[src/rtl/preamble_serializer.sv]
// preamble_serializer: transmit side of the serial pattern-detection link.
// Accepts parallel words over a valid/ready handshake and shifts each one
// out MSB first, one bit per clock, prefixed by a fixed sync preamble. The
// frame is followed by a fixed number of idle gap cycles.
//
// Optional build macro: PRESER_PARITY_EN
//   When defined, one even-parity bit (XOR of the payload) is appended after
//   the payload LSB, and frame_done moves to that bit.
//
// State table:
//   state   | meaning
//   --------+-----------------------------------------------------------
//   S_IDLE  | waiting for a word; in_ready high (outside reset)
//   S_PRE   | preamble bits on dout, cnt_q = preamble bits still to send
//   S_DATA  | payload bits on dout, cnt_q = payload bits still to send
//   S_PAR   | parity bit on dout (PRESER_PARITY_EN only)
//   S_GAP   | idle gap after a frame, cnt_q = gap cycles still to wait

module preamble_serializer #(
    parameter int               DATA_W     = 8,
    parameter int               PRE_W      = 4,
    parameter logic [PRE_W-1:0] PREAMBLE   = 4'b1010,
    parameter int               GAP_CYCLES = 2
) (
    input  logic              clk,
    input  logic              resetn,
    input  logic              in_valid,
    output logic              in_ready,
    input  logic [DATA_W-1:0] in_data,
    output logic              dout,
    output logic              dout_valid,
    output logic              frame_done,
    output logic              busy
);

    // One counter serves the preamble, payload and gap phases, so it must
    // hold the largest of the three lengths.
    localparam int CNT_MAX_PD = (PRE_W > DATA_W) ? PRE_W : DATA_W;
    localparam int CNT_MAX    = (CNT_MAX_PD > GAP_CYCLES) ? CNT_MAX_PD : GAP_CYCLES;
    localparam int CNT_W      = $clog2(CNT_MAX + 1);

    localparam logic [CNT_W-1:0] CNT_PRE_LOAD  = CNT_W'(PRE_W - 1);
    localparam logic [CNT_W-1:0] CNT_DATA_LOAD = CNT_W'(DATA_W - 1);
    localparam logic [CNT_W-1:0] CNT_GAP_LOAD  = CNT_W'(GAP_CYCLES - 1);
    localparam logic [CNT_W-1:0] CNT_ONE       = CNT_W'(1);

    typedef enum logic [2:0] {
        S_IDLE = 3'd0,
        S_PRE  = 3'd1,
        S_DATA = 3'd2,
`ifdef PRESER_PARITY_EN
        S_PAR  = 3'd3,
`endif
        S_GAP  = 3'd4
    } state_t;

    state_t            state_q;
    logic [CNT_W-1:0]  cnt_q;
    logic [DATA_W-1:0] shreg_q;
    logic              dout_q;
    logic              dout_valid_q;
    logic              frame_done_q;
`ifdef PRESER_PARITY_EN
    logic              par_q;
    logic              par_d;
`endif

    logic pre_bit_d;
    logic cnt_is_zero;
`ifndef PRESER_PARITY_EN
    logic cnt_is_one;
    logic last_on_pre_exit;
`endif

    assign cnt_is_zero = (cnt_q == '0);
`ifndef PRESER_PARITY_EN
    assign cnt_is_one       = (cnt_q == CNT_ONE);
    // A one-bit payload finishes on the very bit that leaves the preamble.
    assign last_on_pre_exit = (DATA_W == 1);
`endif

`ifdef PRESER_PARITY_EN
    // Parity is taken from the word as it is captured, not from the shifter.
    assign par_d = ^in_data;
`endif

    // Next preamble bit: with k bits still to send, the next one is PREAMBLE[k-1].
    always_comb begin
        pre_bit_d = 1'b0;
        for (int i = 0; i < PRE_W - 1; i++) begin
            if (cnt_q == CNT_W'(i + 1)) begin
                pre_bit_d = PREAMBLE[i];
            end
        end
    end

    // Frame sequencer with registered serial outputs.
    always_ff @(posedge clk) begin
        if (!resetn) begin
            state_q      <= S_IDLE;
            cnt_q        <= '0;
            shreg_q      <= '0;
            dout_q       <= 1'b0;
            dout_valid_q <= 1'b0;
            frame_done_q <= 1'b0;
`ifdef PRESER_PARITY_EN
            par_q        <= 1'b0;
`endif
        end else begin
            frame_done_q <= 1'b0;
            case (state_q)
                S_IDLE: begin
                    dout_q       <= 1'b0;
                    dout_valid_q <= 1'b0;
                    // in_ready is high here because resetn is high.
                    if (in_valid) begin
                        state_q      <= S_PRE;
                        shreg_q      <= in_data;
                        cnt_q        <= CNT_PRE_LOAD;
                        dout_q       <= PREAMBLE[PRE_W-1];
                        dout_valid_q <= 1'b1;
`ifdef PRESER_PARITY_EN
                        par_q        <= par_d;
`endif
                    end
                end

                S_PRE: begin
                    if (cnt_is_zero) begin
                        state_q <= S_DATA;
                        dout_q  <= shreg_q[DATA_W-1];
                        shreg_q <= shreg_q << 1;
                        cnt_q   <= CNT_DATA_LOAD;
`ifndef PRESER_PARITY_EN
                        frame_done_q <= last_on_pre_exit;
`endif
                    end else begin
                        dout_q <= pre_bit_d;
                        cnt_q  <= cnt_q - CNT_ONE;
                    end
                end

                S_DATA: begin
                    if (cnt_is_zero) begin
`ifdef PRESER_PARITY_EN
                        state_q      <= S_PAR;
                        dout_q       <= par_q;
                        frame_done_q <= 1'b1;
`else
                        state_q      <= S_GAP;
                        dout_q       <= 1'b0;
                        dout_valid_q <= 1'b0;
                        cnt_q        <= CNT_GAP_LOAD;
`endif
                    end else begin
                        dout_q  <= shreg_q[DATA_W-1];
                        shreg_q <= shreg_q << 1;
                        cnt_q   <= cnt_q - CNT_ONE;
`ifndef PRESER_PARITY_EN
                        frame_done_q <= cnt_is_one;
`endif
                    end
                end

`ifdef PRESER_PARITY_EN
                S_PAR: begin
                    state_q      <= S_GAP;
                    dout_q       <= 1'b0;
                    dout_valid_q <= 1'b0;
                    cnt_q        <= CNT_GAP_LOAD;
                end
`endif

                S_GAP: begin
                    dout_q       <= 1'b0;
                    dout_valid_q <= 1'b0;
                    if (cnt_is_zero) begin
                        state_q <= S_IDLE;
                    end else begin
                        cnt_q <= cnt_q - CNT_ONE;
                    end
                end

                default: begin
                    // Unused encodings recover to IDLE silently.
                    state_q      <= S_IDLE;
                    cnt_q        <= '0;
                    dout_q       <= 1'b0;
                    dout_valid_q <= 1'b0;
                end
            endcase
        end
    end

    assign in_ready   = (state_q == S_IDLE) & resetn;
    assign busy       = (state_q != S_IDLE);
    assign dout       = dout_q;
    assign dout_valid = dout_valid_q;
    assign frame_done = frame_done_q;

endmodule

[config.mk]
export PLATFORM = sky130hd
export DESIGN_NAME = preamble_serializer
export DESIGN_NICKNAME = d
export VERILOG_FILES = /design/src/rtl/preamble_serializer.sv
export SDC_FILE = /design/constraint.sdc
export NUM_CORES = 1
export LEC_CHECK = 0
export BUFFER_PORTS_ARGS = -buffer_cell sky130_fd_sc_hd__buf_4
export CAP_MARGIN = 25
export CORE_ASPECT_RATIO = 0.9
export CORE_UTILIZATION = 30
export DETAILED_ROUTE_END_ITERATION = 10
export GPL_TIMING_DRIVEN = 0
export PLACE_DENSITY = 0.57
export SYNTH_ARGS = -nofsm -noshare
export SYNTH_HDL_FRONTEND = slang
export SYNTH_SLANG_ARGS = --single-unit
export TNS_END_PERCENT = 50
[constraint.sdc]
create_clock -name clk -period 2.25 [get_ports clk]
set_clock_uncertainty 0.15 [all_clocks]
set_input_delay 0.1125 -clock clk [delete_from_list [all_inputs] [get_ports clk]]
set_output_delay 0.1125 -clock clk [all_outputs]
set_load 0.03 [all_outputs]
# After elaboration in Yosys (flattened, before gate mapping)
# Index checks and enable logic that the tools add are counted.
dict set report totals {
  inputBits 11
  register_bits 18
  elab_cells 54
  out_inout_bits 5
}
dict set report op_classes {
  eq_ne 12
  add_sub_neg 1
  bitwise 4
  n_reduce_logical 9
  mux 22
}
# operator count
set op_table {}
lappend op_table {{$mux 8} 3}
lappend op_table {{$pmux 8 s3} 1}
lappend op_table {{$mux 4} 4}
lappend op_table {{$pmux 4 s4} 1}
lappend op_table {{$mux 3} 4}
lappend op_table {{$ne 2x2->1 const B} 6}
lappend op_table {{$pmux 3 s4} 1}
lappend op_table {{$eq 4x2->1 const B} 2}
lappend op_table {{$reduce_and 4->1} 2}
lappend op_table {{$mux 1} 6}
lappend op_table {{$pmux 1 s3} 2}
lappend op_table {{$reduce_bool 3->1} 2}
lappend op_table {{$eq 4x1->1 const B} 1}
lappend op_table {{$logic_not 4->1} 1}
lappend op_table {{$reduce_and 2->1} 2}
lappend op_table {{$sub 4x1->4 const B} 1}
lappend op_table {{$eq 3x1->1 const B} 1}
lappend op_table {{$eq 3x2->1 const B} 1}
lappend op_table {{$eq 3x3->1 const B} 1}
lappend op_table {{$logic_not 3->1} 1}
lappend op_table {{$not 1->1} 3}
lappend op_table {{$reduce_or 3->1} 1}
lappend op_table {{$and 1x1->1} 1}

# Logic depth before layout (Yosys ltp)
dict set report depth {
  word_depth 5
  depth_mapped 8
  mapped_depth_nobuf 6
}

# Worst setup path before layout
# No wires, ideal clock.
dict set report synth_timing {
  kind {register to register}
  startpoint {register cnt_q[0]}
  endpoint {register shreg_q[6]}
  setup_time_ns 0.079
  required_ns 2.021
  path_buffers 2
  setup_slack_ns -0.020
  period_less_slack_ns 2.270
  path_stages_with_launch 9
  arrival_time_ns 2.041
  cell_sequence {dfxtp_1 inv_1 ha_1 or3b_1 buf_6 a2111oi_4 buf_6 nor2_2 a211oi_2}
}
dict set report synth_via {
  elab_chain_cells 3
  word_cells_on_any_way 4
  cone_classes {eq/ne (2); reduce/logical (2)}
}
# item line_no
set synth_lines {}
lappend synth_lines {{start: declaration} 58} ;# logic [CNT_W-1:0] cnt_q;
lappend synth_lines {{start signal: assignment} 139} ;# cnt_q <= cnt_q - CNT_ONE;
lappend synth_lines {{start signal: assignment} 158} ;# cnt_q <= cnt_q - CNT_ONE;
lappend synth_lines {{start signal: assignment} 180} ;# cnt_q <= cnt_q - CNT_ONE;
lappend synth_lines {{$logic_not 4->1 (*)} 75} ;# assign cnt_is_zero = (cnt_q == '0);
lappend synth_lines {{$ne 2x2->1 (no line)} n/a}
lappend synth_lines {{$reduce_and 4->1 (no line) (*)} n/a}
lappend synth_lines {{end signal: assignment} 118} ;# shreg_q <= in_data;
lappend synth_lines {{end signal: assignment} 132} ;# shreg_q <= shreg_q << 1;
lappend synth_lines {{end signal: assignment} 157} ;# shreg_q <= shreg_q << 1;
lappend synth_lines {{end: declaration} 59} ;# logic [DATA_W-1:0] shreg_q;
# Mark *: on every way between the ends. The rest lies on a longest branch, timed or not.
# A chain may end at the register's enable or synchronous reset.

# Final worst setup path
dict set report layout_timing {
  startpoint {register cnt_q[0]}
  endpoint {register shreg_q[1]}
}
# The elaborated chain is that of the path after synthesis.

==> out/qor.log <==
qor: floorplanning.floorplan.initialDensity 31.9%
qor: synth.synth-async-reset-ratio 0%
qor: drt.routed-via-count 1031
qor: outcome.run_status complete, no violations
qor: drt.ant_nets 0
qor: pwr.worst_ir_drop_vdd 0.220 mV
qor: finish.multi_input_combinational_cell_area 671 µm²
qor: placement.dpl-instance-area 0.00127 mm²
qor: drt.routed_wire_length_per_instance 13.1 µm
qor: sta.slew_violations 0
qor: synth.synthDominantAreaCellType sky130_fd_sc_hd__dfxtp_1
qor: floorplanning.placeable_area 0.00345 mm²
qor: synth.number_of_synthesized_flops_with_an_enable_pin 0
qor: worst_setup_path.crit_path_max_fanout 8
qor: placement.io_buffers 15
qor: sta.achievable-frequency 469 MHz
qor: drt.detail_route.vias_per_cell 5.26
qor: floorplanning.floorplan.io_pins 16
qor: placement.gp_congestion 0.837
qor: worst_setup_path.critical_path_class flip-flop to flip-flop
qor: synth.netlist-cell-type-count 42
qor: sta.report.final.setup_viol 0
qor: finish.register_area 365 µm²
qor: worst_setup_path.timing.reg2reg.worst_path_depth 9
qor: floorplanning.floorplan.die_area 0.00392 mm²
qor: pwr.static-leakage-power 0.555 nW
qor: finish.antenna-diode-count 0
qor: synth.yosysTopAreaCellShare 32.7%
qor: synth.yosys_register_bits 18
qor: finish.finalCoreUtilization 40.4%
qor: sta.post_route_worst_setup_slack 120 ps
qor: worst_setup_path.setup.worst_path.end_class flip-flop
qor: synth.mapped_cells 126
qor: worst_setup_path.worstSetupStartpointType flip-flop
qor: finish.flow.area_growth_from_synthesis 26.8%
qor: flow_run.cap_viol_max_count 0
qor: placement.place_hpwl 1.77 mm
qor: sta.rsz_0062_raised_after_global_routing false
qor: floorplanning.die_width 65.9 µm
qor: worst_setup_path.worst_r2r_startpoint cnt_q[0]
qor: synth.ys_warn_count 0
qor: worst_setup_path.crit-reg2reg-capture shreg_q[1]
qor: global_routing.grt.total_usage 14.0%
qor: floorplanning.std_cell_rows 20
qor: synth.synth.yosys.seq_area_share 32.7%
qor: clock_network.tritoncts.num_buffers 3
qor: clock_network.clock_tree_buf_depth 2
qor: drt.dr.first_iter.drc_count 26
qor: global_routing.grt_pass1_wl 4.16 mm
qor: finish.fillers 365
qor: pwr.p_per_area 852 mW/mm²
qor: worst_setup_path.setup.worst_path.start cnt_q[0]
qor: global_routing.first_global_vias 939
qor: clock_network.clk-insertion-delay-late 260 ps
qor: sta.timing.slew.headroom 47.7%
qor: global_routing.pin_count_of_the_biggest_net_entering_global_routing 11
qor: drt.total_length_of_routed_wires 2.57 mm
qor: synth.synth_ff_type sky130_fd_sc_hd__dfxtp_1
qor: synth.synth_area 0.00110 mm²
qor: synth.synth.top_cells.by_area sky130_fd_sc_hd__dfxtp_1 (33%), sky130_fd_sc_hd__a211oi_1 (6.8%), sky130_fd_sc_hd__nor2_1 (5.8%)
qor: sta.min_period_over_period 94.7%
qor: global_routing.globalRouteOverflowTotal 0
qor: sta.report.final.hold_viol_count 0
qor: sta.post-route-min-period 2130 ps
qor: worst_setup_path.worst_ep_required_time 2270 ps
qor: clock_network.cts_root_buf sky130_fd_sc_hd__clkbuf_8
qor: clock_network.cts_num_sinks 18
qor: clock_network.tritoncts done
qor: clock_network.cts.clk_slew.worst_paths 80 ps
qor: drt.drt_drc_violations_left 0
qor: worst_setup_path.reg2reg_setup_slack 120 ps
qor: placement.dpl_worst_slack -303 ps
qor: min_path.worstHoldPathType input port to flip-flop
qor: worst_setup_path.crit_arrival 2150 ps
qor: synth.avgSynthCellArea 8.74 µm²
qor: clock_network.cts.htree.levels 1
qor: global_routing.grt_antenna_before_repair 0
qor: sta.worst_pin_slew 782 ps
qor: finish.postLayoutCellArea 0.00140 mm²
qor: finish.final_nets 168
qor: drt.drt_pass1_iterations 4
qor: synth.mappedNetlistNets 141
qor: worst_setup_path.crit_end shreg_q[1]
qor: finish.drive_above_1_share 26.3%
qor: floorplanning.die_h 59.5 µm
==> Yosys cell counts (all sizes together) (2+ instances only) <==
library cell,number
nor2b,4
a31oi,3
mux2i,6
dfxtp,18
nor4,3
ha,4
a21oi,3
clkbuf,4
buf,7
nand2,6
o21ai,6
nand3b,3
nor2,18
nor3,2
inv,4
a41oi,2
a211oi,11
and4bb,2
==> registers in the layout (all words and copies together), names as in the netlist <==
| signal | count |
|---|---|
| shreg_q | 8 |
| cnt_q | 4 |
| state_q | 3 |
| dout | 1 |
| dout_valid | 1 |
| frame_done | 1 |
==> power by group <==
part           internal, mW  switching, mW  leakage, nW  total [mW]
Clock                 0.155          0.113       0.0288       0.268
Combinational         0.233          0.271        0.377       0.504
Sequential            0.377         0.0408        0.149       0.417
Total                 0.765          0.425        0.555        1.19
==> routing by layer <==
metal	vias to the layer above	part of all wire, %	GRT usage (%)	wire (µm)
met1	491	51	18.5	1300
met4	0	1.1	6.83	27
met5	-	0	0	0
met3	2	3.0	2.50	77
li1	519	-	-	-
met2	19	45	22.0	1170
==> area by class of cell <==
type                            count  share of cell area [%]
Buffer                             11                    4.84
Clock buffer                        4                    3.94
Inverter                            4                    1.08
Multi-Input combinational cell     93                    48.0
Sequential cell                    18                    26.2
Tap cell                           44                    3.94
Timing Repair Buffer               22                    12.0
==> kinds of logic (layout without fill, tap and decap cells) <==
kind of cell,count (synthesis),after routing,synth area share [%]
buffers and inverters,15,41,7.50
muxes,6,6,5.45
and+or+nand+nor,46,46,23.2
adders and majority gates,5,5,5.45
xor gates and xnor gates,2,2,1.59
DFF,18,18,32.7
AOI/OAI and AO/OA,34,34,24.1
==> repair_timing <==
action	in CTS	in global routing
endpoints found under the setup margin	8	7
gates resized for setup	7	0
buffers inserted	3	1
endpoints found under the hold margin	2	0
pin swaps	2	5
hold buffers	2	0
gates cloned	0	1
==> worst max-delay path, stage by stage (launching register included) <==
cell	delay [ps]
sky130_fd_sc_hd__dfxtp_4	380
sky130_fd_sc_hd__inv_2	80
sky130_fd_sc_hd__ha_4	120
sky130_fd_sc_hd__or3b_1	350
sky130_fd_sc_hd__buf_6	150
sky130_fd_sc_hd__a2111oi_4	270
sky130_fd_sc_hd__buf_4	190
sky130_fd_sc_hd__buf_4	100
sky130_fd_sc_hd__nor2_1	30
sky130_fd_sc_hd__a211oi_1	210
==> how the worst min path moves through the flow <==
stage	end	depth (start not counted)	start	slack [ps]
floorplan	cnt_q[1]	2	resetn	100
global placement	shreg_q[0]	3	in_data[0]	220
detailed placement	shreg_q[0]	3	in_data[0]	250
CTS	state_q[0]	3	in_valid	10
global route	state_q[0]	3	in_valid	50
finish	state_q[0]	3	in_valid	20
==> placed cells by master (no fill, tap or decap), drive strengths merged, types with 2 or more instances in the layout <==
master       instances
nand2                6
a211oi              11
ha                   4
and4bb               2
o21ai                6
a21oi                3
a31oi                3
buf                 27
nor2b                4
nand3b               3
nor2                18
dfxtp               18
dlygate4sd3          2
a41oi                2
inv                  4
nor4                 3
clkbuf               8
mux2i                6
nor3                 2
==> through the flow <==
step	instances	power [mW]	hold slack, ps	setup TNS [ps]
2_1_floorplan	126	0.764	103	0
3_3_place_gp	185	0.867	220	-1300
3_5_place_dp	185	0.876	248	-1770
4_1_cts	194	1.18	10.7	0
5_1_grt	196	1.27	47.2	0
6_report	196	1.19	19.3	0
(Power assumes the default switching activity.)
